[src/rtl/usb_proto_pkg.sv]
// usb_proto_pkg: shared USB PID encoding, endpoint FSM states and packet constants.
package usb_proto_pkg;
  typedef enum logic [2:0] {
    PID_NONE  = 3'd0,
    PID_OUT   = 3'd1,
    PID_IN    = 3'd2,
    PID_DATA0 = 3'd3,
    PID_DATA1 = 3'd4,
    PID_ACK   = 3'd5,
    PID_NAK   = 3'd6,
    PID_STALL = 3'd7
  } pid_t;
  typedef enum logic [2:0] {
    ST_IDLE,
    ST_OUT_WAIT,
    ST_HS_SEND,
    ST_IN_SEND,
    ST_TX_BUSY,
    ST_IN_WAIT
  } state_t;
  localparam int MAX_PKT = 64;
  function automatic logic is_data(input logic [2:0] p);
    return (p == PID_DATA0) || (p == PID_DATA1);
  endfunction
endpackage

[src/rtl/usb_timeout_counter.sv]
// usb_timeout_counter: saturating cycle counter, i_clr wins over i_en, o_done at TIMEOUT_CYC-1.
// Ports: clk, n_rst (async active-low), i_clr, i_en, o_done.
module usb_timeout_counter #(
  parameter int TIMEOUT_CYC = 1024,
  parameter int TMR_W       = 11
) (
  input  logic clk,
  input  logic n_rst,
  input  logic i_clr,
  input  logic i_en,
  output logic o_done
);
  logic [TMR_W-1:0] r_cnt;
  assign o_done = r_cnt == TMR_W'(TIMEOUT_CYC - 1);
  always_ff @(posedge clk or negedge n_rst)
    if (!n_rst) r_cnt <= '0;
    else if (i_clr) r_cnt <= '0;
    else if (i_en && !o_done) r_cnt <= r_cnt + 1'b1;
endmodule

[src/rtl/usb_ep_proto_ctrl.sv]
// usb_ep_proto_ctrl: bulk endpoint protocol sequencer (handshake, data toggle, TX scheduling, d_mode).
// Inputs : clk, n_rst, rx_packet, rx_data_ready, rx_error, buffer_ocup, in_data_valid, tx_transfer_active
// Outputs: tx_packet, tx_start, d_mode, flush_req, rx_ok, in_done, xfer_timeout, toggle
// Option : USB_EP_STALL_EN adds ep_halt / clr_halt and STALL responses.
module usb_ep_proto_ctrl
  import usb_proto_pkg::*;
#(
  parameter int TIMEOUT_CYC = 1024,
  parameter int TMR_W       = 11
) (
  input  logic       clk,
  input  logic       n_rst,
  input  logic [2:0] rx_packet,
  input  logic       rx_data_ready,
  input  logic       rx_error,
  input  logic [6:0] buffer_ocup,
  input  logic       in_data_valid,
  input  logic       tx_transfer_active,
`ifdef USB_EP_STALL_EN
  input  logic       ep_halt,
  input  logic       clr_halt,
`endif
  output logic [2:0] tx_packet,
  output logic       tx_start,
  output logic       d_mode,
  output logic       flush_req,
  output logic       rx_ok,
  output logic       in_done,
  output logic       xfer_timeout,
  output logic       toggle
);
  state_t r_state;
  logic r_rdy, r_err, r_room, r_seen;
  logic w_ev, w_err, w_done, w_clr, w_en, w_halt;
  assign w_err = rx_error & ~r_err;
  assign w_ev  = rx_data_ready & ~r_rdy & ~w_err;
`ifdef USB_EP_STALL_EN
  assign w_halt = ep_halt;
`else
  assign w_halt = 1'b0;
`endif
  // Timer is held at zero until the phase that uses it starts; in TX_BUSY it only
  // runs while waiting for TX to begin, so IN_WAIT starts from zero.
  assign w_clr = (r_state == ST_IDLE) || (r_state == ST_HS_SEND) || (r_state == ST_IN_SEND) ||
                 ((r_state == ST_TX_BUSY) && r_seen);
  assign w_en  = (r_state == ST_OUT_WAIT) || (r_state == ST_IN_WAIT) || (r_state == ST_TX_BUSY);
  usb_timeout_counter #(.TIMEOUT_CYC(TIMEOUT_CYC), .TMR_W(TMR_W)) u_tmr (
    .clk(clk), .n_rst(n_rst), .i_clr(w_clr), .i_en(w_en), .o_done(w_done)
  );
  always_ff @(posedge clk or negedge n_rst) begin
    if (!n_rst) begin
      r_state      <= ST_IDLE;
      r_rdy        <= 1'b0;
      r_err        <= 1'b0;
      r_room       <= 1'b0;
      r_seen       <= 1'b0;
      tx_packet    <= PID_NONE;
      tx_start     <= 1'b0;
      d_mode       <= 1'b0;
      flush_req    <= 1'b0;
      rx_ok        <= 1'b0;
      in_done      <= 1'b0;
      xfer_timeout <= 1'b0;
      toggle       <= 1'b0;
    end else begin
      r_rdy        <= rx_data_ready;
      r_err        <= rx_error;
      tx_start     <= 1'b0;
      flush_req    <= 1'b0;
      rx_ok        <= 1'b0;
      in_done      <= 1'b0;
      xfer_timeout <= 1'b0;
      case (r_state)
        ST_IDLE:
          if (w_ev && rx_packet == PID_OUT) begin
            r_room  <= buffer_ocup == 7'd0;
            r_state <= ST_OUT_WAIT;
          end else if (w_ev && rx_packet == PID_IN) begin
            tx_packet <= w_halt ? PID_STALL : in_data_valid ? (toggle ? PID_DATA1 : PID_DATA0) : PID_NAK;
            r_state   <= (!w_halt && in_data_valid) ? ST_IN_SEND : ST_HS_SEND;
          end
        ST_OUT_WAIT:
          if (w_err) begin
            flush_req <= 1'b1;
            r_state   <= ST_IDLE;
          end else if (w_ev && is_data(rx_packet)) begin
            r_state <= ST_HS_SEND;
            if (w_halt) begin
              tx_packet <= PID_STALL;
              flush_req <= 1'b1;
            end else if (!r_room) begin
              tx_packet <= PID_NAK;
              flush_req <= 1'b1;
            end else if ((rx_packet == PID_DATA1) != toggle) begin
              tx_packet <= PID_ACK;
              flush_req <= 1'b1;
            end else begin
              tx_packet <= PID_ACK;
              rx_ok     <= 1'b1;
              toggle    <= ~toggle;
            end
          end else if (w_ev) r_state <= ST_IDLE;
          else if (w_done) begin
            xfer_timeout <= 1'b1;
            r_state      <= ST_IDLE;
          end
        ST_HS_SEND, ST_IN_SEND: begin
          tx_start <= 1'b1;
          d_mode   <= 1'b1;
          r_seen   <= 1'b0;
          r_state  <= ST_TX_BUSY;
        end
        ST_TX_BUSY:
          if (!r_seen) begin
            if (tx_transfer_active) r_seen <= 1'b1;
            else if (w_done) begin
              xfer_timeout <= 1'b1;
              d_mode       <= 1'b0;
              r_state      <= ST_IDLE;
            end
          end else if (!tx_transfer_active) begin
            d_mode  <= 1'b0;
            r_state <= is_data(tx_packet) ? ST_IN_WAIT : ST_IDLE;
          end
        ST_IN_WAIT:
          if (w_ev && rx_packet == PID_ACK) begin
            toggle  <= ~toggle;
            in_done <= 1'b1;
            r_state <= ST_IDLE;
          end else if (w_ev || w_err) r_state <= ST_IDLE;
          else if (w_done) begin
            xfer_timeout <= 1'b1;
            r_state      <= ST_IDLE;
          end
        default: r_state <= ST_IDLE;
      endcase
`ifdef USB_EP_STALL_EN
      if (clr_halt) toggle <= 1'b0;
`endif
    end
  end
endmodule

[config.mk]
export PLATFORM = sky130hd
export DESIGN_NAME = usb_ep_proto_ctrl
export DESIGN_NICKNAME = d
export VERILOG_FILES = /design/src/rtl/usb_proto_pkg.sv /design/src/rtl/usb_timeout_counter.sv /design/src/rtl/usb_ep_proto_ctrl.sv
export SDC_FILE = /design/constraint.sdc
export NUM_CORES = 1
export LEC_CHECK = 0
export ABC_AREA = 1
export CORE_MARGIN = 2
export CORE_UTILIZATION = 30
export CTS_CLUSTER_DIAMETER = 40
export DETAILED_ROUTE_END_ITERATION = 7
export SYNTH_ARGS = -nofsm -noshare
export SYNTH_HDL_FRONTEND = slang
export SYNTH_SLANG_ARGS = --single-unit
[constraint.sdc]
create_clock -name clk -period 2.3 [get_ports clk]
set_clock_uncertainty 0.2 [all_clocks]
set_input_delay 0.23 -clock clk [delete_from_list [all_inputs] [get_ports clk]]
set_output_delay 0.23 -clock clk [all_outputs]
set_load 0.01 [all_outputs]
Word level (Yosys, flattened, before mapping) --
Index checks and enable logic that the tools add are counted.
Storage, ports and cells: register bits 28, input port bits 16, output and inout bits 10, word-level logic and storage cells 133
Operators by class: add/subtract/negate cells 1, equality and inequality tests 24, multiplexer cells 60, bitwise gates (word level) 7, reduce and logical (&&, ||, !) cells 27
Operator list (count):
- 3-bit two-way mux | 18
- 1-bit two-way mux | 33
- 11-bit two-way mux | 2
- 3-bit by 2-bit equality test with 1-bit output, second input constant | 5
- 3-bit equality test, second input constant | 5
- 3-bit one-hot mux with 5 select lines | 1
- 11-bit by 1-bit adder with 11-bit output, second input constant | 1
- 11-bit by 10-bit equality test with 1-bit output, second input constant | 1
- 2-bit != test, second input constant | 5
- 1-bit logical OR | 8
- 2-bit nonzero test | 4
- 7-bit zero test | 1
- 3-bit by 1-bit equality test with 1-bit output, second input constant | 2
- 1-bit logical AND | 6
- 2-bit by 1-bit != test with 1-bit output, second input constant | 3
- 1-bit one-hot mux with 2 select lines | 3
- 3-bit one-hot mux with 2 select lines | 1
- 6-bit AND reduction | 1
- 5-bit AND reduction | 1
- 1-bit inverter | 4
- 2-bit AND reduction | 2
- 1-bit bitwise AND | 3
- 3-bit zero test | 1
- 3-bit by 1-bit != test with 1-bit output, second input constant | 1
- other kinds (7) | 7

Longest topological paths before layout --
word-level depth 8, mapped depth 10, mapped depth without buffers 9

Cells and area by module --
A second synthesis with hierarchy kept.
Unflattened totals: cells, all modules 234, area, all modules 1707.9 µm²
By module, submodules not included:
- usb_ep_proto_ctrl | times used 1, cells an instance 133, area each 996.0 µm², sequential area each 425.4 µm²
- usb_timeout_counter | times used 1, cells an instance 101, area each 711.9 µm², sequential area each 275.3 µm²

Worst setup path before layout --
No wires, ideal clock.
kind register -> register, from register u_tmr.r_cnt[0], to register u_tmr.r_cnt[4], setup time 0.118 ns, arrival time 1.330 ns, data required time 1.982 ns, slack 0.653 ns, cell stages (with the launch flop) 11, buffers on the path 1, clock period less this slack 1.647 ns, cell sequence dfrtp_1 > ha_1 > inv_1 > nor2_4 > nand3_4 > nand2_4 > nand2_4 > inv_6 > buf_12 > nand2_1 > o21ai_2
On the way: longest elaborated chain between the ends 4, elaborated cells between the ends (all ways) 7, those cells by class add/sub: 1; eq/ne: 1; mux: 2; reduce/logical: 3
RTL lines:
- start: declaration | line usb_timeout_counter.sv:13 | logic [TMR_W-1:0] r_cnt;
- start signal: assignment | line usb_timeout_counter.sv:18 | else if (i_en && !o_done) r_cnt <= r_cnt + 1'b1;
- branches (longest 4 deep; another with 11-bit by 1-bit adder with 11-bit output)
Several ways; the timed one is not identified. The select of a mux whose other input is x is not followed. A chain may end at the register's enable or synchronous reset.

Worst setup path in the final report --
Ends and elaborated chain as after synthesis.

==> impl.org <==
** Status
- Status :: completed

** Detailed routing
- WL/cell :: between 10 and 15 microns
- Number of routed nets with antenna violations :: 0
- For this run, the detailed router's first-pass iteration total came to 4.
- The first routing iteration left between 40 and 50 violations.
- Summed over all layers, the routed wires come to between 3000 and 4000 microns.
- In the routed layout, each cell is associated on average with a via count of between 4 and 5.
- The routed layout has around 1500 vias.
- In the routed design, unresolved DRC markers number 0.

** Worst setup path
- Most repeated library cell on the critical path :: sky130_fd_sc_hd__nand2_4
- For this design, the slowest cell found on the critical path is sky130_fd_sc_hd__dfrtp_1.
- Largest fanout of any net on the critical path :: 12
- Worst setup slack for register-to-register paths :: 0.52 ns
- The worst register-to-register path has a depth of 9.
- CP Capture Point :: u_tmr.r_cnt[4]$_DFFE_PN0P_
- Type of the setup path with the least slack :: flip-flop to flip-flop
- The worst setup path is launched from a flip-flop.
- Traced cell by cell, the critical path runs through ha_1 > inv_1 > nor2_4 > nand3_4 > nand2_4 > nand2_4 > inv_6 > nand2_1 > o21ai_2.
- The worst setup path is captured at a flip-flop.
- The worst register-to-register path ends at u_tmr.r_cnt[4]$_DFFE_PN0P_.
- Crit path launch :: u_tmr.r_cnt[0]$_DFFE_PN0P_
- STA puts the critical path data arrival time at around 1.8 ns.
- On the worst path, the slowest cell contributes a delay of around 0.41 ns.
- For the worst setup path, the data required time is about 2.3 ns.
- Origin of the critical flop-to-flop path :: u_tmr.r_cnt[0]$_DFFE_PN0P_

** Final layout
- 0 antenna diodes ended up in the layout.
- Compared with the post-synthesis result, the final layout area differs by 22.0%.
- In the final layout, the share of cells above drive strength 1 is 13.8%.
- Leaving out fill and tap cells, the most frequent cells in the layout are sky130_fd_sc_hd__nand2_1 (56), sky130_fd_sc_hd__dfrtp_1 (28), sky130_fd_sc_hd__inv_1 (25), sky130_fd_sc_hd__nand3_1 (25), sky130_fd_sc_hd__clkdlybuf4s50_1 (25).
- The finished cells cover ~0.0021 sq mm.
- Layout net count :: around 260
- Most common cell after layout, fill and taps aside :: sky130_fd_sc_hd__nand2_1

** Power and ir drop
- For this design the ratio of total power to cell area is between 500 and 600 mW/mm^2.
- The worst-case IR drop observed on VDD is 0.403 mV.
- Static Leakage :: 0.975 nW
- Total power consumption of the routed design :: about 1.2 mW

** Yosys
- Share of Yosys cell area claimed by the top area cell type :: 41.4%
- Post-synthesis sequential element count :: 28
- Number of nets in the synthesized netlist :: between 200 and 250
- Cell variety after synth :: 34
- Fraction of the yosys area taken by sequential cells :: 41.4%
- Each instance of the synthesized netlist takes up on average between 7 and 8 sq um.
- Cells after Synth :: about 220
- Largest cells by area after synthesis :: sky130_fd_sc_hd__dfrtp_1 (41%), sky130_fd_sc_hd__nand2_1 (12%), sky130_fd_sc_hd__nand3_1 (7.4%)
- Library cell occupying the most area in the post-synthesis netlist :: sky130_fd_sc_hd__dfrtp_1
- For this run, the number of Yosys warnings is 0.
- In this run the cell area of the synthesized design comes to roughly 0.0017 sq mm.

** Timing
- RSZ-0062 raised after global routing :: false
- Hold_ws :: 0.132 ns
- The final number of max-transition violations came to 0.
- The final-report hold violation count was 0.
- Setup violations remaining at the end of the flow were counted as 0.
- Static timing analysis puts the maximum clock frequency at ~560 MHz.
- The smallest clock period supported by the final layout is computed as about 1.8 ns.
- Slack of the critical path :: between 0.5 and 0.6 ns
- For the pin with the worst max-slew slack, the measured transition is ~0.44 ns.
- Measured against its own limit, the worst slew margin works out to between 70% and 80%.
- Period Utilization, post-route :: a little under 80%
- Setup TNS Final :: 0 ns

** Place
- Placed cell areas :: approximately 0.0020 sq mm
- Timing analysis after detailed placement gives a worst setup slack of 0.395 ns.
- The wire-length estimate of the detail-placed layout is 2740 microns.
- The congestion estimate from routability-driven global placement came to 0.877.
- During placement, the flow inserted port buffers numbering 25.

** Clock network
- TritonCTS built the clock tree.
- The longest clock path from root to sink contains 2 buffers.
- Counting every sink on the clock net gives 28.
- Clock root buffer master :: sky130_fd_sc_hd__clkbuf_8
- In this run the number of H-tree levels came out at 1.
- Clock latency on the worst-skew pair, taken at its later pin, is between 0.2 and 0.3 ns.
- # Post-CTS Setup Buffers :: 0
- After clock tree synthesis, the clock-pin slew on the worst setup and hold paths is ~0.10 ns.
- TritonCTS created 3 clock buffers.
- The number of hold buffers added after CTS was 0.
- Resized Gates After CTS :: 0

** Die
- Die Ht :: slightly below 80 microns
- Initial Utilization :: between 30% and 40%
- Pin placement for this block handled 26 I/O pins.
- The core region is between 0.005 and 0.006 sq mm.
- Die Wd :: slightly below 80 microns
- The die covers between 0.006 and 0.007 sq mm.
- Row generation in the floorplan step produced 27 rows.

** GRT
- Maximum number of pins on one net before global-route repair :: 29
- The number of antenna violations at the first check in global routing came to 0.
- The first global-routing pass estimated about 6300 microns of wire.
- Via count of the first global-routing pass :: roughly 1500
- Residual overflow from global routing :: 0
- Global routing used 12.5% of the available tracks across all layers.

** Worst hold path
- The worst hold path belongs to the class primary input to async pin.

** Job
- Max-cap violations in this run came to 0.
## worst min path at each step
stage / startpoint / slack (ns) / cells after the start / end
after global routing: n_rst / 0.15 / 2 / u_tmr.r_cnt[6]$_DFFE_PN0P_
after CTS: n_rst / 0.14 / 2 / u_tmr.r_cnt[6]$_DFFE_PN0P_
after global placement: d_mode$_DFFE_PN0P_ / 0.28 / 2 / d_mode$_DFFE_PN0P_
after floorplan: n_rst / -0.27 / 0 / d_mode$_DFFE_PN0P_
after detailed placement: d_mode$_DFFE_PN0P_ / 0.28 / 2 / d_mode$_DFFE_PN0P_
final: n_rst / 0.13 / 2 / u_tmr.r_cnt[6]$_DFFE_PN0P_
## layer usage
metal / GRT usage [%] / part of all wire [%]
met3: 2.84 / 3.1
met5: 0 / 0
met4: 2.93 / 1.2
met2: 21.7 / 47
met1: 15.7 / 49
## per-stage QoR
| step | std cells | utilization, % |
|---|---|---|
| after global placement | 314 | 36.7 |
| after CTS | 318 | 37.7 |
| after floorplan | 219 | - |
| after global routing | 318 | 37.7 |
| after detailed placement | 314 | 36.7 |
| final | 318 | 37.7 |
## logic make-up (layout without fill, tap and decap cells)
logic type	Yosys count	after routing	share of synthesized area (%)
AND/OR/NAND/NOR	136	136	40.4
adder cells (fa/ha/maj)	1	1	0.740
AO/OA/AOI/OAI	22	22	8.36
XOR/XNOR	2	2	1.04
flip-flops	28	28	41.4
buffers and inverters	30	57	8.06
## critical path: cells and delay by family, from the launching register on
kind / cells / cell delay (ns)
adders and majority gates: 1 / 0.19
DFF: 1 / 0.41
buffers and inverters: 2 / 0.28
AOI/OAI and AO/OA: 1 / 0.05
and+or+nand+nor: 5 / 0.58
## flip-flops by register name (all words and copies together), names as in the netlist
signal,count
tx_start,1
toggle,1
xfer_timeout,1
r_room,1
r_err,1
d_mode,1
r_state,3
r_rdy,1
rx_ok,1
in_done,1
flush_req,1
u_tmr.r_cnt,11
r_seen,1
tx_packet,3
## cells in the mapped netlist, drive strengths merged
cell type / n
or2: 2
nand2: 66
buf: 3
o22ai: 1
and3b: 1
xnor2: 1
and2: 1
nor3: 6
nor3b: 1
nand4: 6
inv: 27
o21ai: 13
o21bai: 1
nand3: 27
nor2: 23
nand3b: 2
xor2: 1
a31oi: 1
nor4: 1
ha: 1
a21oi: 6
dfrtp: 28
## power breakdown
group          internal [mW]  switching (mW)
logic                  0.152           0.170
registers              0.546          0.0499
clock network          0.153           0.154
## final cells by class
| type | instances | area [sq um] |
|---|---|---|
| Clock buffer | 4 | 55.1 |
| Timing Repair Buffer | 26 | 258 |
| Tap cell | 72 | 90.1 |
| Fill cell | 604 | 3410 |
| Multi-Input combinational cell | 161 | 855 |
| Sequential cell | 28 | 701 |
| Inverter | 27 | 106 |
Note: power is estimated with default switching activity, not from simulation.
